### config.mk
export PLATFORM = sky130hd
export DESIGN_NAME = serial_tx_scheduler_flat
export DESIGN_NICKNAME = d
export VERILOG_FILES = /design/src/rtl/serial_tx_scheduler_pkg.sv /design/src/rtl/serial_tx_scheduler_if.sv /design/src/rtl/serial_tx_scheduler_rr_arbiter.sv /design/src/rtl/serial_tx_scheduler.sv /design/src/flat_wrapper.sv
export SDC_FILE = /design/constraint.sdc
export NUM_CORES = 1
export LEC_CHECK = 0
export ABC_AREA = 0
export CORE_ASPECT_RATIO = 2
export CORE_MARGIN = 2
export CORE_UTILIZATION = 46
export DETAILED_ROUTE_END_ITERATION = 8
export PLACE_DENSITY = 0.79
export SETUP_SLACK_MARGIN = 0.15
export SYNTH_ARGS = -nofsm -noshare
export SYNTH_HDL_FRONTEND = slang
export SYNTH_SLANG_ARGS = --single-unit
### constraint.sdc
create_clock -name clk -period 3.39 [get_ports clk]
set_input_delay 0.339 -clock clk [delete_from_list [all_inputs] [get_ports clk]]
set_output_delay 0.339 -clock clk [all_outputs]
set_load 0.005 [all_outputs]
### src/rtl/serial_tx_scheduler_pkg.sv
`default_nettype none
// ============================================================================
// Module   : serial_tx_scheduler_pkg
// Desc     : Shared state encodings and sizing helpers for the serial blocks
// Revision : 1.0 - initial release
// ============================================================================
package serial_tx_scheduler_pkg;

  typedef enum logic [1:0] {
    ST_IDLE  = 2'd0,
    ST_SHIFT = 2'd1,
    ST_GAP   = 2'd2
  } state_t;

  function automatic int clog2(input int value);
    int result;
    result = 0;
    for (int i = 0; i < 31; i++) begin
      if ((1 << i) < value) result = i + 1;
    end
    return result;
  endfunction

  // Register widths must never collapse to zero bits
  function automatic int clog2_min1(input int value);
    return (clog2(value) < 1) ? 1 : clog2(value);
  endfunction

endpackage
`default_nettype wire

### src/rtl/serial_tx_scheduler_if.sv
`default_nettype none
// ============================================================================
// Module   : serial_tx_scheduler_if
// Desc     : Requester-side and serial-side signals of the scheduler
// Revision : 1.0 - initial release
// ============================================================================
interface serial_tx_scheduler_if #(
  parameter int NREQ  = 4,
  parameter int WIDTH = 24
);
  import serial_tx_scheduler_pkg::*;

  localparam int c_idw = clog2_min1(NREQ);

  logic [NREQ-1:0]       req;
  logic [NREQ*WIDTH-1:0] data;
  logic [NREQ-1:0]       ack;
  logic [c_idw-1:0]      cur_id;
  logic                  serial_out;
  logic                  frame;
  logic                  done;
  logic                  busy;

  modport master (
    output req, data,
    input  ack, cur_id, serial_out, frame, done, busy
  );

  modport slave (
    input  req, data,
    output ack, cur_id, serial_out, frame, done, busy
  );

endinterface
`default_nettype wire

### src/rtl/serial_tx_scheduler_rr_arbiter.sv
`default_nettype none
// ============================================================================
// Module   : serial_tx_scheduler_rr_arbiter
// Desc     : Combinational round-robin pick, searching upward from last_grant+1
// Revision : 1.0 - initial release
// ============================================================================
module serial_tx_scheduler_rr_arbiter
  import serial_tx_scheduler_pkg::*;
#(
  parameter int NREQ = 4,
  parameter int IDW  = clog2_min1(NREQ)
) (
  input  logic [NREQ-1:0] req,
  input  logic [IDW-1:0]  last_grant,
  output logic [NREQ-1:0] grant,
  output logic [IDW-1:0]  grant_id,
  output logic            valid
);

  logic [IDW-1:0] w_idx;

  always_comb begin
    grant    = '0;
    grant_id = '0;
    valid    = 1'b0;
    w_idx    = '0;
    for (int i = 1; i <= NREQ; i++) begin
      w_idx = IDW'((int'(last_grant) + i) % NREQ);
      if (!valid && req[w_idx]) begin
        valid        = 1'b1;
        grant_id     = w_idx;
        grant[w_idx] = 1'b1;
      end
    end
  end

endmodule
`default_nettype wire

### src/rtl/serial_tx_scheduler.sv
`default_nettype none
// ============================================================================
// Module   : serial_tx_scheduler
// Desc     : Round-robin capture of one requester word, shifted out MSB first
// Revision : 1.0 - initial release
// ============================================================================
module serial_tx_scheduler
  import serial_tx_scheduler_pkg::*;
#(
  parameter int NREQ  = 4,
  parameter int WIDTH = 24,
  parameter int GAP   = 1
) (
  input  logic                 clk,
  input  logic                 rst,
  serial_tx_scheduler_if.slave bus
);

  localparam int c_idw      = clog2_min1(NREQ);
  localparam int c_cw       = clog2_min1(WIDTH);
  localparam int c_gw       = clog2_min1(GAP);
  localparam int c_gap_init = (GAP > 0) ? GAP - 1 : 0;

  state_t             r_state, w_state_nxt;
  logic [WIDTH-1:0]   r_shift;
  logic [c_cw-1:0]    r_bitcnt;
  logic [c_gw-1:0]    r_gapcnt;
  logic [c_idw-1:0]   r_last_grant, r_cur_id, w_win_id;
  logic [NREQ-1:0]    r_ack, w_grant;
  logic               r_serial, r_frame, r_done, r_busy;
  logic               w_valid, w_load, w_shift, w_finish;
  logic [WIDTH-1:0]   w_words [NREQ];
  logic [WIDTH-1:0]   w_word;

  for (genvar k = 0; k < NREQ; k++) begin : g_unpack
    assign w_words[k] = bus.data[k*WIDTH +: WIDTH];
  end

  assign w_word = w_words[w_win_id];

  serial_tx_scheduler_rr_arbiter #(
    .NREQ (NREQ),
    .IDW  (c_idw)
  ) u_arb (
    .req        (bus.req),
    .last_grant (r_last_grant),
    .grant      (w_grant),
    .grant_id   (w_win_id),
    .valid      (w_valid)
  );

  always_ff @(posedge clk) begin
    if (rst) r_state <= ST_IDLE;
    else     r_state <= w_state_nxt;
  end

  always_comb begin
    w_state_nxt = r_state;
    w_load      = 1'b0;
    w_shift     = 1'b0;
    w_finish    = 1'b0;
    case (r_state)
      ST_IDLE: begin
        if (w_valid) begin
          w_load      = 1'b1;
          w_state_nxt = ST_SHIFT;
        end
      end
      ST_SHIFT: begin
        if (r_bitcnt == '0) begin
          w_finish    = 1'b1;
          w_state_nxt = (GAP > 0) ? ST_GAP : ST_IDLE;
        end else begin
          w_shift = 1'b1;
        end
      end
      ST_GAP: begin
        if (r_gapcnt == '0) w_state_nxt = ST_IDLE;
      end
      default: w_state_nxt = ST_IDLE;
    endcase
  end

  // The MSB leaves on the capture edge itself, so r_shift holds only the bits still to go
  always_ff @(posedge clk) begin
    if (rst) begin
      r_shift      <= '0;
      r_bitcnt     <= '0;
      r_gapcnt     <= '0;
      r_last_grant <= c_idw'(NREQ - 1);
      r_cur_id     <= '0;
      r_ack        <= '0;
      r_serial     <= 1'b0;
      r_frame      <= 1'b0;
      r_done       <= 1'b0;
      r_busy       <= 1'b0;
    end else begin
      r_ack  <= '0;
      r_done <= 1'b0;
      r_busy <= (w_state_nxt != ST_IDLE);
      if (w_load) begin
        r_shift      <= {w_word[WIDTH-2:0], 1'b0};
        r_serial     <= w_word[WIDTH-1];
        r_frame      <= 1'b1;
        r_bitcnt     <= c_cw'(WIDTH - 1);
        r_cur_id     <= w_win_id;
        r_last_grant <= w_win_id;
        r_ack        <= w_grant;
      end
      if (w_shift) begin
        r_serial <= r_shift[WIDTH-1];
        r_shift  <= {r_shift[WIDTH-2:0], 1'b0};
        r_bitcnt <= r_bitcnt - 1'b1;
      end
      if (w_finish) begin
        r_serial <= 1'b0;
        r_frame  <= 1'b0;
        r_done   <= 1'b1;
        r_gapcnt <= c_gw'(c_gap_init);
      end
      if (r_state == ST_GAP && r_gapcnt != '0) r_gapcnt <= r_gapcnt - 1'b1;
    end
  end

  assign bus.ack        = r_ack;
  assign bus.cur_id     = r_cur_id;
  assign bus.serial_out = r_serial;
  assign bus.frame      = r_frame;
  assign bus.done       = r_done;
  assign bus.busy       = r_busy;

endmodule
`default_nettype wire

### src/flat_wrapper.sv
// flat-port wrapper written by rule: the top's interface ports become plain ports
module serial_tx_scheduler_flat import serial_tx_scheduler_pkg::*;
#(
  parameter int NREQ  = 4,
  parameter int WIDTH = 24,
  parameter int GAP   = 1
)
  (clk, rst, bus_req, bus_data, bus_ack, bus_cur_id, bus_serial_out, bus_frame, bus_done, bus_busy);
  serial_tx_scheduler_if #(.NREQ(NREQ), .WIDTH(WIDTH)) bus_i ();
  input  logic clk;
  input  logic rst;
  input wire logic [$bits(bus_i.req)-1:0] bus_req;
  input wire logic [$bits(bus_i.data)-1:0] bus_data;
  output wire logic [$bits(bus_i.ack)-1:0] bus_ack;
  output wire logic [$bits(bus_i.cur_id)-1:0] bus_cur_id;
  output wire logic [$bits(bus_i.serial_out)-1:0] bus_serial_out;
  output wire logic [$bits(bus_i.frame)-1:0] bus_frame;
  output wire logic [$bits(bus_i.done)-1:0] bus_done;
  output wire logic [$bits(bus_i.busy)-1:0] bus_busy;
  assign bus_i.req = bus_req;
  assign bus_i.data = bus_data;
  assign bus_ack = bus_i.ack;
  assign bus_cur_id = bus_i.cur_id;
  assign bus_serial_out = bus_i.serial_out;
  assign bus_frame = bus_i.frame;
  assign bus_done = bus_i.done;
  assign bus_busy = bus_i.busy;
  serial_tx_scheduler #(.NREQ(NREQ), .WIDTH(WIDTH), .GAP(GAP)) u_core (.clk(clk), .rst(rst), .bus(bus_i));
endmodule
# After elaboration in Yosys (flattened, before gate mapping)
# Cells that the tools add are included.
[classes] order_cmp=9 mux=50 n_eq_ne=2 n_reduce_logical=18 bitwise=5 n_addsub=6
[ops] cell="$mux 24" count=4
[ops] cell="$bmux 24 s2" count=1
[ops] cell="$mux 1" count=23
[ops] cell="$mux 4" count=4
[ops] cell="$mux 2" count=7
[ops] cell="$lt 2x3->1 const B" count=4
[ops] cell="$or 4x4->4" count=3
[ops] cell="$mux 5" count=2
[ops] cell="$bmux 1 s2" count=4
[ops] cell="$demux 1 s2" count=4
[ops] cell="$ge 2x1->1 const B" count=4
[ops] cell="$logic_and 1x1->1" count=8
[ops] cell="$pmux 2 s3" count=1
[ops] cell="$reduce_bool 2->1" count=3
[ops] cell="$logic_not 5->1" count=1
[ops] cell="$sub 5x1->5 const B" count=1
[ops] cell="$add 2x1->2 const B" count=2
[ops] cell="$add 2x2->2 const B" count=2
[ops] cell="$reduce_or 2->1" count=2
[ops] cell="$ge 3x3->1 const B" count=1
[ops] cell="$logic_not 1->1" count=3
[ops] cell="$not 2->3" count=1
[ops] cell="$eq 2x1->1 const B" count=1
[ops] cell="$eq 2x2->1 const B" count=1
[ops] cell="other kinds (3)" count=3
[totals] wordCells=101 input_bits=102 reg_bits=43

# Logic depth before layout (Yosys ltp)
[logic_depth] word_depth=19 mapped_depth=12

# Modules after synthesis
# From an unflattened synthesis, not the netlist that was laid out.
[hier_totals] cells_unflattened=325 area_unflattened_um2=3088.0
[modules_own_cells] module="serial_tx_scheduler" n_inst=1 seq_area_each_um2=860.8 cells_per_inst=239 area_each_um2=2458.6
[modules_own_cells] module="serial_tx_scheduler_rr_arbiter" n_inst=1 seq_area_each_um2=0.0 cells_per_inst=86 area_each_um2=629.4

# Worst setup path after synthesis
# Ideal clock, no wire load.
[synth_path] path_kind="flip-flop to flip-flop" from="reg u_core.r_last_grant[0]" to="reg u_core.r_shift[15]" path_buffers=3 path_stages_with_launch=12 path_slack_ns=0.697 setup_time_ns=0.124 t_arrival_ns=2.569 path_cell_list="dfxtp_1 -> buf_6 -> inv_1 -> ha_1 -> clkbuf_2 -> mux4_2 -> nand4b_1 -> a31oi_4 -> o21ai_4 -> buf_6 -> a211oi_2 -> a211oi_2"
[synth_via] elab_chain_len=19 elab_cells_between_ends=35
[synth_lines] item="from (decl)" line="serial_tx_scheduler.sv:28" source="logic [c_idw-1:0] r_last_grant, r_cur_id, w_win_id;"
[synth_lines] item="from (signal assigned)" line="serial_tx_scheduler.sv:90" source="r_last_grant <= c_idw'(NREQ - 1);"
[synth_lines] item="from (signal assigned)" line="serial_tx_scheduler.sv:107" source="r_last_grant <= w_win_id;"
[synth_lines] item="$add 2x1->2" line="serial_tx_scheduler_rr_arbiter.sv:28" source="w_idx = IDW'((int'(last_grant) + i) % NREQ);"
[synth_lines] item="$bmux 1 s2" line="serial_tx_scheduler_rr_arbiter.sv:29" source="if (!valid && req[w_idx]) begin"
[synth_lines] item="$mux 1 (implied by the code)" line="serial_tx_scheduler_rr_arbiter.sv:29"
[synth_lines] item="$mux 1" line="serial_tx_scheduler_rr_arbiter.sv:29"
[synth_lines] item="$logic_not 1->1" line="serial_tx_scheduler_rr_arbiter.sv:29"
[synth_lines] item="$logic_and 1x1->1" line="serial_tx_scheduler_rr_arbiter.sv:29"
[synth_lines] item="$mux 1" line="serial_tx_scheduler_rr_arbiter.sv:29"
[synth_lines] item="$logic_not 1->1" line="serial_tx_scheduler_rr_arbiter.sv:29"
[synth_lines] item="[2 not listed]"
[synth_lines] item="$logic_not 1->1" line="serial_tx_scheduler_rr_arbiter.sv:29"
[synth_lines] item="$logic_and 1x1->1" line="serial_tx_scheduler_rr_arbiter.sv:29"
[synth_lines] item="$mux 2" line="serial_tx_scheduler_rr_arbiter.sv:29"
[synth_lines] item="$not 2->3 (implied by the code)" line="serial_tx_scheduler.sv:39" source="assign w_word = w_words[w_win_id];"
[synth_lines] item="$bmux 24 s2" line="serial_tx_scheduler.sv:39"
[synth_lines] item="$mux 24 (implied by the code) (2 in series)" line="serial_tx_scheduler.sv:39"
[synth_lines] item="$mux 24" line="serial_tx_scheduler.sv:101" source="if (w_load) begin"
[synth_lines] item="$mux 24" line="serial_tx_scheduler.sv:110" source="if (w_shift) begin"
[synth_lines] item="to (signal assigned)" line="serial_tx_scheduler.sv:102" source="r_shift <= {w_word[WIDTH-2:0], 1'b0};"
[synth_lines] item="to (signal assigned)" line="serial_tx_scheduler.sv:112" source="r_shift <= {r_shift[WIDTH-2:0], 1'b0};"
[synth_lines] item="to (decl)" line="serial_tx_scheduler.sv:25" source="logic [WIDTH-1:0] r_shift;"
# Parallel ways exist; a longest one is shown, timed or not. The select of a mux whose other input is x is not followed.
# A chain may end at the register's enable or synchronous reset.

# Worst setup path in the final report
[layout_path] from="reg u_core.r_last_grant[1]" to="reg u_core.r_shift[2]"
# The elaborated chain is that of the path after synthesis.

==> impl.org <==
** Run status
- Outcome :: completed

** Place
- The placed instances occupy a cell area of 0.00432 sq mm.
- Count of buffers inserted at the top-level ports :: 111
- At the end of routability-driven placement, the weighted congestion stood at 0.854.
- After legalization and detailed placement, the total HPWL measured 7.02 mm.

** Timing
- Number of pins exceeding their max-slew limit in the final report :: 0
- Slew @ Worst Pin :: 0.955 ns
- Setup repair after global routing missed its margin :: no
- In this run the tightest slew margin relative to its limit is 36.1%.
- Final count of negative-setup-slack endpoints :: 0
- The final critical path takes up 87.2% of the cycle.
- Final sum of negative setup slack :: 0 ns
- On the final layout, the worst hold slack is 0.470 ns.
- The final count of hold timing violations is 0.
- The clock arrives with 0.00465 ns of skew.
- Highest achievable clock rate :: 338 MHz
- Post-layout min period :: 2.96 ns

** Logic synthesis
- Count of state elements after synthesis :: 43
- After synthesis, flip-flops and latches occupy 27.2% of the total area.
- Distinct cell type count after synthesis :: 49
- Post-synth top flop :: sky130_fd_sc_hd__dfxtp_1
- Top post-synthesis cells by area :: sky130_fd_sc_hd__dfxtp_1 27%, sky130_fd_sc_hd__a211oi_2 15%, sky130_fd_sc_hd__mux2i_1 8.9%
- The cell count after synthesis came out at 347.
- For this run, the number of Yosys warnings is 0.
- Synthesized area per cell :: 9.11 sq um
- Post-synthesis net count :: 459
- In the synthesized netlist the async set-or-reset flop fraction comes to 0%.
- The synthesized design contains 0 enable-type register cells.
- The largest total area in the synthesized netlist belongs to sky130_fd_sc_hd__dfxtp_1.
- Area share of the largest cell type after synthesis :: 27.2%
- The cell area that synthesis handed to floorplanning was 0.00316 sq mm.

** Detailed routing
- Overall via count from detail_route :: 3117
- The first routing iteration left 140 violations.
- Once detail routing completed, the nets flagged for antenna violations numbered 0.
- DRT Pass-1 Iters :: 4
- Total DRC errors in the routed layout :: 0
- Routed length per placed instance :: 17.8 um
- After detailed routing, the total wire length is 9.51 mm.
- Routed vias/inst :: 5.83

** Global routing
- The layer flagged by global routing as most heavily used is met2.
- Global routing used 4.82% of the available met3 tracks.
- Met2 Resource Use GR :: 50.3%
- Vias in the first global route :: 3205
- First-pass GRT wire length :: 15.5 mm
- Number of antenna violations at the first check in global routing :: 0
- For this run, the total global-route usage over all layers was measured as 25.7%.
- For this run, global-route usage on met1 was measured as 25.7%.
- Entering global routing, the biggest net connects 47 pins.
- After global routing the overflow that remains totals 0.

** Setup path
- For the worst setup path, the data required time is 3.59 ns.
- Along the worst path, the maximum fanout reaches 25.
- Crit path top cell by count :: sky130_fd_sc_hd__a211oi_1
- Crit Path Class :: reg2reg
- For this run, the slowest stage of the critical path takes 0.79 ns.
- The number of buffers and inverters on the critical path is 1.
- Slowest cell on crit path :: sky130_fd_sc_hd__o21ai_4
- Nature of the critical path endpoint :: register
- Cells along the critical path :: inv_1 -> ha_1 -> mux2i_1 -> mux2i_2 -> a31oi_4 -> o21ai_4 -> a211oi_1 -> a211oi_1
- The worst setup path is launched from a register.
- Data arrives at the worst endpoint at 3.15 ns.
- Among cell families on the critical path, the largest total delay comes from compound AO/OA/AOI/OAI gates.

** Layout
- Synthesis-to-finish area growth :: 41.9%
- Non-Filler Cell Area, Final :: 0.00448 sq mm
- The number of antenna diodes in the final layout is 0.
- Final Core Density :: 67.7%
- Fraction of layout instances using a drive strength above 1 :: 16.1%
- Number of filler cells placed in the layout :: 572
- Post-layout nets :: 558

** CTS
- Post-CTS resize count :: 0
- Number of H-tree levels :: 2
- TritonCTS clock tree :: done
- The number of clock buffers added by TritonCTS is 5.
- Postcts setup bufs :: 0
- Count of hold buffers inserted by post-cts repair :: 0
- Clock-pin slew was measured on the worst setup and hold paths at 0.06 ns.
- Counting every sink on the clock net gives 43.
- Largest buffer count on any clock path :: 2
- The later pin in the worst-skew pair is clocked with a latency of 0.29 ns.
- Buffer cell driving the clock tree root :: sky130_fd_sc_hd__clkbuf_16

** Pwr
- Power spread over the standard cell area amounts to 678 mW/mm^2.
- Worst ir drop on vdd :: 0.000709 V
- Total design power :: 0.00304 W
- Leak Pwr :: 1.70 nW

** Floorplan
- In this run the standard cell core region covers 0.00662 sq mm.
- Floorplan row count :: 42
- I/O pin count :: 112
- The floorplan step set the die height to 121 um.
- The die covers 0.00759 sq mm.
- Initial Util :: 47.7%
- Die X-Extent :: 62.6 um

** Flow run
- Max-cap violations in this run came to 0.

** Hold path
- Worst min path class :: reg2reg
==> kinds of logic after synthesis <==
logic type / Yosys count / share of synthesized area, %
compound gates: 84 / 26.2
mux: 33 / 11.6
simple gates: 140 / 24.2
xor+xnor: 2 / 0.554
buf+inv: 35 / 6.25
flops: 43 / 27.2
fa+ha+maj: 10 / 3.96
==> registers in the layout, indices dropped and copies added (netlist names) <==
register	flops
u_core.r_gapcnt	1
u_core.r_state	2
u_core.r_bitcnt	5
u_core.bus.serial_out	1
u_core.bus.busy	1
u_core.bus.ack	4
u_core.bus.cur_id	2
u_core.r_last_grant	2
u_core.bus.frame	1
u_core.r_shift	23
u_core.bus.done	1
==> layout by cell type (no fill, tap or decap), drive strengths merged, types with 3 or more instances in the layout <==
| master | n |
|---|---|
| clkdlybuf4s50 | 111 |
| a31oi | 4 |
| mux2i | 29 |
| or3 | 23 |
| dfxtp | 43 |
| inv | 4 |
| nand2 | 8 |
| nor3 | 27 |
| a21oi | 10 |
| nor4b | 3 |
| nand2b | 5 |
| ha | 10 |
| a211oi | 47 |
| a221o | 5 |
| nor2 | 36 |
| o21ai | 6 |
| buf | 12 |
| clkbuf | 5 |
| nand3 | 3 |
| o211ai | 5 |
| and3 | 25 |
==> synthesized netlist by cell type, drive strengths merged (3+ instances only) <==
master and count:
nand2 8, o21ai 6, a221o 5, nand2b 5, or3 23, dfxtp 43
ha 10, mux2i 29, nand3 3, a211oi 47, a31oi 4, and3 25
nor2 36, a21oi 10, nor4b 3, inv 4, buf 19, clkbuf 12
o211ai 5, nor3 27
==> through the flow <==
| stage | worst slack (ns) | instances |
|---|---|---|
| global route | 0.201 | 535 |
| finish | 0.433 | 535 |
| detailed placement | 0.374 | 527 |
| global placement | 0.540 | 527 |
| floorplan | 0.697 | 347 |
| CTS | 0.443 | 535 |
==> worst paths after layout <==
check	end	depth (start not counted)	start	slack [ns]
hold / removal	u_core.bus.frame	1	u_core.bus.frame	0.47
setup / recovery	u_core.r_shift[2]	8	u_core.r_last_grant[1]	0.43
hold reg to reg	u_core.bus.frame	1	u_core.bus.frame	0.47
setup reg to reg	u_core.r_shift[2]	8	u_core.r_last_grant[1]	0.43
==> power by group <==
| part | switching (W) | internal [W] | total (W) | leakage [nW] |
|---|---|---|---|---|
| registers | 0.0000856 | 0.000661 | 0.000746 | 0.356 |
| logic | 0.000964 | 0.000777 | 0.00174 | 1.26 |
| clock network | 0.000205 | 0.000347 | 0.000553 | 0.0838 |
==> per-layer routing <==
metal,up-vias,share of wire (%)
met5,-,0
met4,0,2.8
met3,15,5.4
met2,107,55
met1,1488,36
li1,1507,-
==> area by class of cell <==
class                           instances  area (sq um)  share of cell area (%)
Multi-Input combinational cell        269          2120                    47.2
Clock buffer                            5           125                    2.79
Clock inverter                          3          43.8                   0.977
Tap cell                               88           110                    2.46
Timing Repair Buffer                  123          1210                    27.1
Sequential cell                        43           861                    19.2
Inverter                                4          15.0                   0.335
Power figures use the tool's default switching activity.
